File: src/rtl/rv32_ctrl_pkg.sv
// Shared types and encodings for the multi-cycle RV32I control unit:
// FSM states, opcodes, and the datapath control field encodings.
package rv32_ctrl_pkg;

    typedef enum logic [2:0] {
        S_FETCH  = 3'd0,
        S_DECODE = 3'd1,
        S_EXEC   = 3'd2,
        S_MEM    = 3'd3,
        S_WB     = 3'd4,
        S_HALT   = 3'd7
    } state_t;

    localparam logic [6:0] OP_LUI    = 7'b0110111;
    localparam logic [6:0] OP_AUIPC  = 7'b0010111;
    localparam logic [6:0] OP_JAL    = 7'b1101111;
    localparam logic [6:0] OP_JALR   = 7'b1100111;
    localparam logic [6:0] OP_BRANCH = 7'b1100011;
    localparam logic [6:0] OP_LOAD   = 7'b0000011;
    localparam logic [6:0] OP_STORE  = 7'b0100011;
    localparam logic [6:0] OP_IMM    = 7'b0010011;
    localparam logic [6:0] OP_REG    = 7'b0110011;

    localparam logic [2:0] EXT_I = 3'b000;
    localparam logic [2:0] EXT_U = 3'b001;
    localparam logic [2:0] EXT_S = 3'b010;
    localparam logic [2:0] EXT_B = 3'b011;
    localparam logic [2:0] EXT_J = 3'b100;

    localparam logic [1:0] ALUB_RS2  = 2'b00;
    localparam logic [1:0] ALUB_IMM  = 2'b01;
    localparam logic [1:0] ALUB_FOUR = 2'b10;

    localparam logic [2:0] BR_NONE = 3'b000;
    localparam logic [2:0] BR_JAL  = 3'b001;
    localparam logic [2:0] BR_JALR = 3'b010;

    localparam logic [3:0] ALU_ADD   = 4'b0000;
    localparam logic [3:0] ALU_SUB   = 4'b1000;
    localparam logic [3:0] ALU_COPYB = 4'b0011;
    localparam logic [3:0] ALU_SLT   = 4'b0010;
    localparam logic [3:0] ALU_SLTU  = 4'b1010;

    typedef struct packed {
        logic [2:0] extop;
        logic       alua;
        logic [1:0] alub;
        logic [3:0] aluctr;
        logic [2:0] branch;
        logic       regwr;
        logic       mem2reg;
        logic       memwr;
        logic [2:0] memop;
    } dec_t;

    // alt selects the sub/sra variant; everything else passes {alt,func3} through
    function automatic logic [3:0] alu_arith(input logic [2:0] f3, input logic alt);
        case (f3)
            3'b000:  alu_arith = alt ? ALU_SUB : ALU_ADD;
            3'b010:  alu_arith = ALU_SLT;
            3'b011:  alu_arith = ALU_SLTU;
            default: alu_arith = {alt, f3};
        endcase
    endfunction

endpackage

File: src/rtl/rv32_ctrl_decode.sv
// Combinational instruction decoder: opcode/func3/func7 to datapath control
// fields plus the class flags the sequencer needs.
module rv32_ctrl_decode
    import rv32_ctrl_pkg::*;
(
    input  logic [6:0] i_op,
    input  logic [2:0] i_func3,
    input  logic [6:0] i_func7,
    output dec_t       o_dec,
    output logic       o_is_load,
    output logic       o_is_store,
    output logic       o_legal
);

    logic w_alt;

    // only the exact 0100000 pattern selects sub/sra
    assign w_alt = (i_func7 == 7'b0100000);

    always_comb begin
        o_dec       = '0;
        o_dec.memop = i_func3;
        o_is_load   = 1'b0;
        o_is_store  = 1'b0;
        o_legal     = 1'b1;
        case (i_op)
            OP_LUI: begin
                o_dec.extop  = EXT_U;
                o_dec.alub   = ALUB_IMM;
                o_dec.aluctr = ALU_COPYB;
                o_dec.regwr  = 1'b1;
            end
            OP_AUIPC: begin
                o_dec.extop  = EXT_U;
                o_dec.alua   = 1'b1;
                o_dec.alub   = ALUB_IMM;
                o_dec.aluctr = ALU_ADD;
                o_dec.regwr  = 1'b1;
            end
            OP_JAL: begin
                o_dec.extop  = EXT_J;
                o_dec.alua   = 1'b1;
                o_dec.alub   = ALUB_FOUR;
                o_dec.aluctr = ALU_ADD;
                o_dec.branch = BR_JAL;
                o_dec.regwr  = 1'b1;
            end
            OP_JALR: begin
                o_dec.extop  = EXT_I;
                o_dec.alua   = 1'b1;
                o_dec.alub   = ALUB_FOUR;
                o_dec.aluctr = ALU_ADD;
                o_dec.branch = BR_JALR;
                o_dec.regwr  = 1'b1;
            end
            OP_BRANCH: begin
                o_dec.extop  = EXT_B;
                o_dec.alub   = ALUB_RS2;
                // eq/ne test the zero flag of a subtract, lt/ge use slt(u)
                o_dec.aluctr = i_func3[2] ? (i_func3[1] ? ALU_SLTU : ALU_SLT) : ALU_SUB;
                o_dec.branch = {1'b1, i_func3[2], i_func3[0]};
            end
            OP_LOAD: begin
                o_dec.extop   = EXT_I;
                o_dec.alub    = ALUB_IMM;
                o_dec.aluctr  = ALU_ADD;
                o_dec.regwr   = 1'b1;
                o_dec.mem2reg = 1'b1;
                o_is_load     = 1'b1;
            end
            OP_STORE: begin
                o_dec.extop  = EXT_S;
                o_dec.alub   = ALUB_IMM;
                o_dec.aluctr = ALU_ADD;
                o_dec.memwr  = 1'b1;
                o_is_store   = 1'b1;
            end
            OP_IMM: begin
                o_dec.extop  = EXT_I;
                o_dec.alub   = ALUB_IMM;
                // func7 is immediate data except for the right-shift variants
                o_dec.aluctr = alu_arith(i_func3, (i_func3 == 3'b101) && w_alt);
                o_dec.regwr  = 1'b1;
            end
            OP_REG: begin
                o_dec.alub   = ALUB_RS2;
                o_dec.aluctr = alu_arith(i_func3, w_alt);
                o_dec.regwr  = 1'b1;
            end
            default: o_legal = 1'b0;
        endcase
    end

endmodule

File: src/rtl/rv32i_multicycle_ctrl.sv
// Multi-cycle RV32I sequencer: FETCH/DECODE/EXEC/MEM/WB with memory handshakes,
// wait timeout and sticky fault. Define CTRL_ILLEGAL_TRAP_EN to trap unknown opcodes.
module rv32i_multicycle_ctrl
    import rv32_ctrl_pkg::*;
#(
    parameter int MEM_TIMEOUT = 16,
    parameter int TO_W        = 5
) (
    input  logic       clk,
    input  logic       rst_n,
    input  logic [6:0] op,
    input  logic [2:0] func3,
    input  logic [6:0] func7,
    input  logic       imem_ack,
    input  logic       dmem_ack,
    output logic       imem_req,
    output logic       dmem_req,
    output logic       ir_wr,
    output logic       pc_wr,
    output logic [2:0] extop,
    output logic       ALUAsrc,
    output logic [1:0] ALUBsrc,
    output logic [3:0] ALUctr,
    output logic [2:0] branch,
    output logic       regwr,
    output logic       mem2reg,
    output logic       memwr,
    output logic [2:0] memop,
    output logic       fault,
    output logic [2:0] state
);

    localparam logic [TO_W-1:0] TO_LAST = (MEM_TIMEOUT > 0) ? TO_W'(MEM_TIMEOUT - 1) : '0;

    state_t          r_state, w_next;
    logic [TO_W-1:0] r_wait;
    logic            r_fault;
    logic            w_fault_set, w_dec_vld, w_to_lim;
    logic            w_is_load, w_is_store, w_legal;
    dec_t            w_dec, w_dec_g;

    rv32_ctrl_decode u_decode (
        .i_op       (op),
        .i_func3    (func3),
        .i_func7    (func7),
        .o_dec      (w_dec),
        .o_is_load  (w_is_load),
        .o_is_store (w_is_store),
        .o_legal    (w_legal)
    );

    assign w_to_lim = (MEM_TIMEOUT != 0) && (r_wait == TO_LAST);

    always_comb begin
        w_next      = r_state;
        imem_req    = 1'b0;
        dmem_req    = 1'b0;
        ir_wr       = 1'b0;
        pc_wr       = 1'b0;
        regwr       = 1'b0;
        memwr       = 1'b0;
        w_fault_set = 1'b0;
        w_dec_vld   = 1'b0;
        case (r_state)
            S_FETCH: begin
                // rst_n gate keeps the request low for the whole reset interval
                if (rst_n) begin
                    imem_req = 1'b1;
                    if (imem_ack) begin
                        ir_wr  = 1'b1;
                        w_next = S_DECODE;
                    end else if (w_to_lim) begin
                        w_fault_set = 1'b1;
                        w_next      = S_HALT;
                    end
                end
            end
            S_DECODE: begin
                w_dec_vld = 1'b1;
                w_next    = S_EXEC;
`ifdef CTRL_ILLEGAL_TRAP_EN
                if (!w_legal) begin
                    w_dec_vld   = 1'b0;
                    w_fault_set = 1'b1;
                    w_next      = S_HALT;
                end
`endif
            end
            S_EXEC: begin
                w_dec_vld = 1'b1;
                if (w_is_load || w_is_store) begin
                    w_next = S_MEM;
                end else if (w_dec.regwr && w_legal) begin
                    w_next = S_WB;
                end else begin
                    // branches and unknown ops retire here
                    pc_wr  = 1'b1;
                    w_next = S_FETCH;
                end
            end
            S_MEM: begin
                w_dec_vld = 1'b1;
                dmem_req  = 1'b1;
                memwr     = w_dec.memwr;
                if (dmem_ack) begin
                    if (w_is_store) begin
                        pc_wr  = 1'b1;
                        w_next = S_FETCH;
                    end else begin
                        w_next = S_WB;
                    end
                end else if (w_to_lim) begin
                    w_fault_set = 1'b1;
                    w_next      = S_HALT;
                end
            end
            S_WB: begin
                w_dec_vld = 1'b1;
                regwr     = w_dec.regwr;
                pc_wr     = 1'b1;
                w_next    = S_FETCH;
            end
            S_HALT:  w_next = S_HALT;
            default: w_next = S_HALT;
        endcase
    end

    always_ff @(posedge clk or negedge rst_n) begin
        if (!rst_n) begin
            r_state <= S_FETCH;
            r_wait  <= '0;
            r_fault <= 1'b0;
        end else begin
            r_state <= w_next;
            if (w_fault_set) r_fault <= 1'b1;
            if (w_next != r_state)
                r_wait <= '0;
            else if (r_state == S_FETCH || r_state == S_MEM)
                r_wait <= r_wait + TO_W'(1);
        end
    end

    assign w_dec_g = w_dec_vld ? w_dec : '0;
    assign extop   = w_dec_g.extop;
    assign ALUAsrc = w_dec_g.alua;
    assign ALUBsrc = w_dec_g.alub;
    assign ALUctr  = w_dec_g.aluctr;
    assign branch  = w_dec_g.branch;
    assign mem2reg = w_dec_g.mem2reg;
    assign memop   = w_dec_g.memop;
    assign fault   = r_fault;
    assign state   = r_state;

endmodule
File: config.mk
export PLATFORM = sky130hd
export DESIGN_NAME = rv32i_multicycle_ctrl
export DESIGN_NICKNAME = d
export VERILOG_FILES = /design/src/rtl/rv32_ctrl_pkg.sv /design/src/rtl/rv32_ctrl_decode.sv /design/src/rtl/rv32i_multicycle_ctrl.sv
export SDC_FILE = /design/constraint.sdc
export NUM_CORES = 1
export LEC_CHECK = 0
export BUFFER_PORTS_ARGS = -buffer_cell sky130_fd_sc_hd__buf_2
export CORE_UTILIZATION = 50
export CTS_BUF_LIST = sky130_fd_sc_hd__clkbuf_8
export DETAILED_ROUTE_END_ITERATION = 12
export GPL_TIMING_DRIVEN = 0
export HOLD_SLACK_MARGIN = 0.1
export PLACE_DENSITY = 0.95
export SYNTH_ARGS = -nofsm -noshare
export SYNTH_HDL_FRONTEND = slang
export SYNTH_HIERARCHICAL = 1
export SYNTH_SLANG_ARGS = --single-unit
export TNS_END_PERCENT = 1
File: constraint.sdc
create_clock -name clk -period 2.1 [get_ports clk]
set_clock_uncertainty 0.1 [all_clocks]
set_input_delay 0.315 -clock clk [delete_from_list [all_inputs] [get_ports clk]]
set_output_delay 0.315 -clock clk [all_outputs]
set_load 0.1 [all_outputs]
# Word level (Yosys, flattened, before mapping)
# Index checks and enable logic that the tools add are counted.
op_classes:
  eq_ne: 19
  add_sub_neg: 1
  muxes: 44
  n_reduce_logical: 14
op_table:
  columns: ["operator", "n"]
  rows:
  - ["$pmux W6 S6", 1]
  - ["$eq A7 B6 Y1 const B", 4]
  - ["$pmux W4 S3", 2]
  - ["$mux W1", 22]
  - ["$eq A7 B7 Y1 const B", 3]
  - ["$mux W3", 7]
  - ["$mux W19", 1]
  - ["$mux W4", 4]
  - ["$pmux W3 S5", 1]
  - ["$eq A7 B5 Y1 const B", 2]
  - ["$eq A3 B2 Y1 const B", 4]
  - ["$pmux W3 S4", 1]
  - ["$mux W5", 2]
  - ["$pmux W3 S3", 1]
  - ["$reduce_or A9 Y1", 1]
  - ["$eq A7 B2 Y1 const B", 1]
  - ["$reduce_or A7 Y1", 1]
  - ["$eq A3 B3 Y1 const B", 2]
  - ["$logic_not A3 Y1", 2]
  - ["$reduce_or A3 Y1", 2]
  - ["$add A5 B1 Y5 const B", 1]
  - ["$eq A5 B4 Y1 const B", 1]
  - ["$reduce_or A2 Y1", 2]
  - ["$reduce_or A4 Y1", 1]
  - ["7 further kinds", 9]
totals:
  regBits: 9
  output_inout_bits: 27

# Depth between registers and ports, before layout
logic_depth:
  ltp_word: 9
  ltp_mapped: 8

# By module
# The synthesis kept the hierarchy.
by_module_without_submodules:
  columns: ["module", "seq_area_each_um2", "cells_per_inst", "instances", "area_per_inst_um2"]
  rows:
  - ["rv32i_multicycle_ctrl", 225.2, 87, 1, 789.5]
  - ["rv32_ctrl_decode", 0.0, 56, 1, 371.6]

# Worst setup path after synthesis
# No wires, ideal clock.
synth_path:
  path_kind: "register -> output"
  from: "reg r_state[1] (netlist: state[1])"
  to: "out ir_wr"
  slack_ns: -1.471
  arrival_time_ns: 3.156
  path_stages_with_launch: 4
  path_buffers: 1
  cell_sequence: "dfrtp_1 > buf_4 > nor4b_4 > and2_1"
synth_via:
  elab_chain_len: 2
synth_lines:
  columns: ["element", "line_no", "rtl"]
  rows:
  - ["start, declared", "rv32i_multicycle_ctrl.sv:35", "state_t r_state, w_next;"]
  - ["start signal, assigned", "rv32i_multicycle_ctrl.sv:134", "r_state <= w_next;"]
  - ["$logic_not A3 Y1", "rv32i_multicycle_ctrl.sv:64", "case (r_state)"]
  - ["$mux W1", "rv32i_multicycle_ctrl.sv:64", null]
  - ["end, declared", "rv32i_multicycle_ctrl.sv:18", "output logic ir_wr,"]
# No other way between the ends.

==> results.toml <==
[final_layout]
final_common_cell = "buf_2"
diodes = 0
stdcell_area_sq_um = 1980
fin_cells = 231
final_nets = 227
drive_gt1_frac = 0.527
final_cell_mix = "buf_2, buf_4, buf_12, and2_4"
fin_util = 0.906
syn_to_final_growth_pct = 70.9

[floorplanning]
die_area_sq_um = 2520
die_x_um = 50.2
start_util = 0.530
die-height_um = 50.2
rows = 17
core_region_area_sq_um = 2190
io_pins = 48

[placed_design]
hpwl_um = 2050
dpl_cell_area_sq_um = 1450
dp_cells = 217
io_buffer_count = 46
globalplace.congestion = 0.773

[setup_path]
crit_path_start = "op[2]"
slowest_delay_ps = 480
cp_num_buf_inv = 3
ff2ff_setup_slack_ps = -10
crit_arrival_ps = 1980
worst_setup_path_start_kind = "input pin"
timing.critical_path.cells = "buf_4, buf_8, nor2_1, o21ai_1, a21oi_2, a2111oi_2, a31o_1, a22o_1, buf_12"
r2r_start = "r_wait[0]"
slowest_stage = "a2111oi_2"
worstSetupPathType = "input pin to output pin"
critPathRequiredTime_ps = 1680
crit_path_end_kind = "output pin"
crit_fanout = 7
crit_family = "compound AO/OA/AOI/OAI gates"

[yosys]
async_flop_share = 1.00
synth_area_per_cell_sq_um = 8.12
synth_top_cells_by_area = "dfrtp_1, and2_1, buf_4"
synth-seq-area-share = 0.194
synthCells = 143
netlist.area_leader.share = 0.194
syn_area_sq_um = 1160
syn-num-nets = 166
synth-edff-count = 0
synth.distinct_cells = 47
yosys.area.top_type = "dfrtp_1"
synth_top_flop_cell = "dfrtp_1"
yosys_warnings = 6
synth_seq_cells = 9

[sta]
layout_min_cycle_time_ps = 2390
finalSetupViolations = 20
worst-slew-pin-transition_ps = 483
hold_violations = 0
rsz0062_at_grt = "yes"
fmax_mhz = 418
finalMaxSlewViolations = 0
relSlewSlack = 0.676
tns_ps = -1390
period_share = 1.14
setup_ws_ps = -294

[pwr]
p_per_area_nw_per_um2 = 449
peakVddDrop_mv = 0.783
leakage_nw = 0.915
p_total_w = 0.000890

[cts]
cts_buffer_depth = 2
htreeDepth = 1
clock_latency_ps = 240
cts_buffers = 3
cts_tree = "built"
cts-root-buf = "clkbuf_8"
path_clk_slew_ps = 50
cts_num_sinks = 9

[routing]
drtPass1Iterations = 5
routed_wirelength_um = 5580
drt_iter0_drc = 161
num_vias = 1561
vias_per_cell = 6.76
drc = 0
wl_per_cell_um = 24.1
drtAntennaViolNets = 0

[status]
status = "complete, but fails checks"
violations = "setup timing"

[run]
drv_cap = 0

[grt]
overflow = 0
track_usage = 0.318
grt_first_pass_wirelength_um = 6020
grt_max_degree = 11
antenna_found_initial = 0
grt_pass1_vias = 1272

[min_path]
hp-class = "input pin to flip-flop"
hold_start = "imem_ack"
==> cells by family (layout without fill, tap and decap cells) <==
kind of cell / after synthesis / after routing / synth area share
and+or+nand+nor: 80 / 80 / 0.466
AOI/OAI and AO/OA: 30 / 30 / 0.167
buffers and inverters: 16 / 76 / 0.0830
DFF: 9 / 9 / 0.194
xor gates and xnor gates: 5 / 5 / 0.0604
adders and majority gates: 2 / 2 / 0.0215
muxes: 1 / 1 / 0.00862
==> Yosys cell counts (2+ instances only) <==
master and n:
ha_1 2, nor2_1 10, dfrtp_1 9, xnor2_1 3
inv_1 4, and3b_1 3, nand3_1 6, a21oi_1 7
and3_1 2, nand2_1 5, o21ai_1 2, and2_1 22
nor2b_1 7, nand4_1 3, nor3_2 2, nand2b_1 4
buf_2 5, buf_4 6, a22o_1 3, o21ai_0 8
nor3_1 2, nor4_1 3
==> worst min-delay path: stages <==
cell     delay, ps
buf_2          120
o21ai_0         70
o21ai_0         90
==> per-stage QoR <==
stage / setup WS, ps / hold slack, ps
4_1_cts: -105 / 270
2_1_floorplan: -823 / -80.6
3_5_place_dp: -430 / 90.0
3_3_place_gp: -448 / 89.9
6_report: -294 / 301
5_1_grt: -348 / 309
==> sequential cells by signal, summed over array words and instances, names as in the netlist <==
name,flops
state,3
r_wait,5
fault,1
==> area by class of cell <==
| class | instances | area, sq um |
|---|---|---|
| tap | 28 | 35.0 |
| inverter | 4 | 15.0 |
| clock buffer | 3 | 41.3 |
| clock inverter | 1 | 3.75 |
| sequential | 9 | 234 |
| timing repair buffer | 56 | 602 |
| fill | 85 | 206 |
| multi-input combinational | 118 | 940 |
| buffer | 12 | 114 |
==> timing repair <==
action | 4_1_cts | 5_1_grt
cloned | 0 | 1
endpoints found under the hold margin | 9 | 0
setup buffers | 4 | 4
endpoints found under the setup margin | 21 | 22
hold buffers | 1 | 0
resized for setup | 66 | 52
pin swaps | 2 | 7
==> worst paths after layout <==
| kind | cells after the start | end |
|---|---|---|
| setup / recovery | 9 | pc_wr |
| hold / removal | 3 | state[0] |
| setup reg to reg | 7 | r_wait[4] |
| hold reg to reg | 1 | fault |
| max in group asynchronous | 2 | state[1] |
| min in group asynchronous | 2 | state[2] |
==> layer usage <==
layer / share of wire / global-route usage / up-vias
met5: 0 / 0 / -
met1: 0.35 / 0.373 / 723
met2: 0.46 / 0.571 / 168
met3: 0.13 / 0.0303 / 45
met4: 0.058 / 0.148 / 0
li1: - / - / 625
==> power by group <==
group	internal (W)	leakage [nW]	switching (W)	total [W]
Clock	0.000128	0.0269	0.0000755	0.000203
Combinational	0.000165	0.772	0.000280	0.000445
Sequential	0.000205	0.116	0.0000366	0.000242
Total	0.000498	0.915	0.000392	0.000890
No activity file was read; power rests on OpenSTA's default activity.
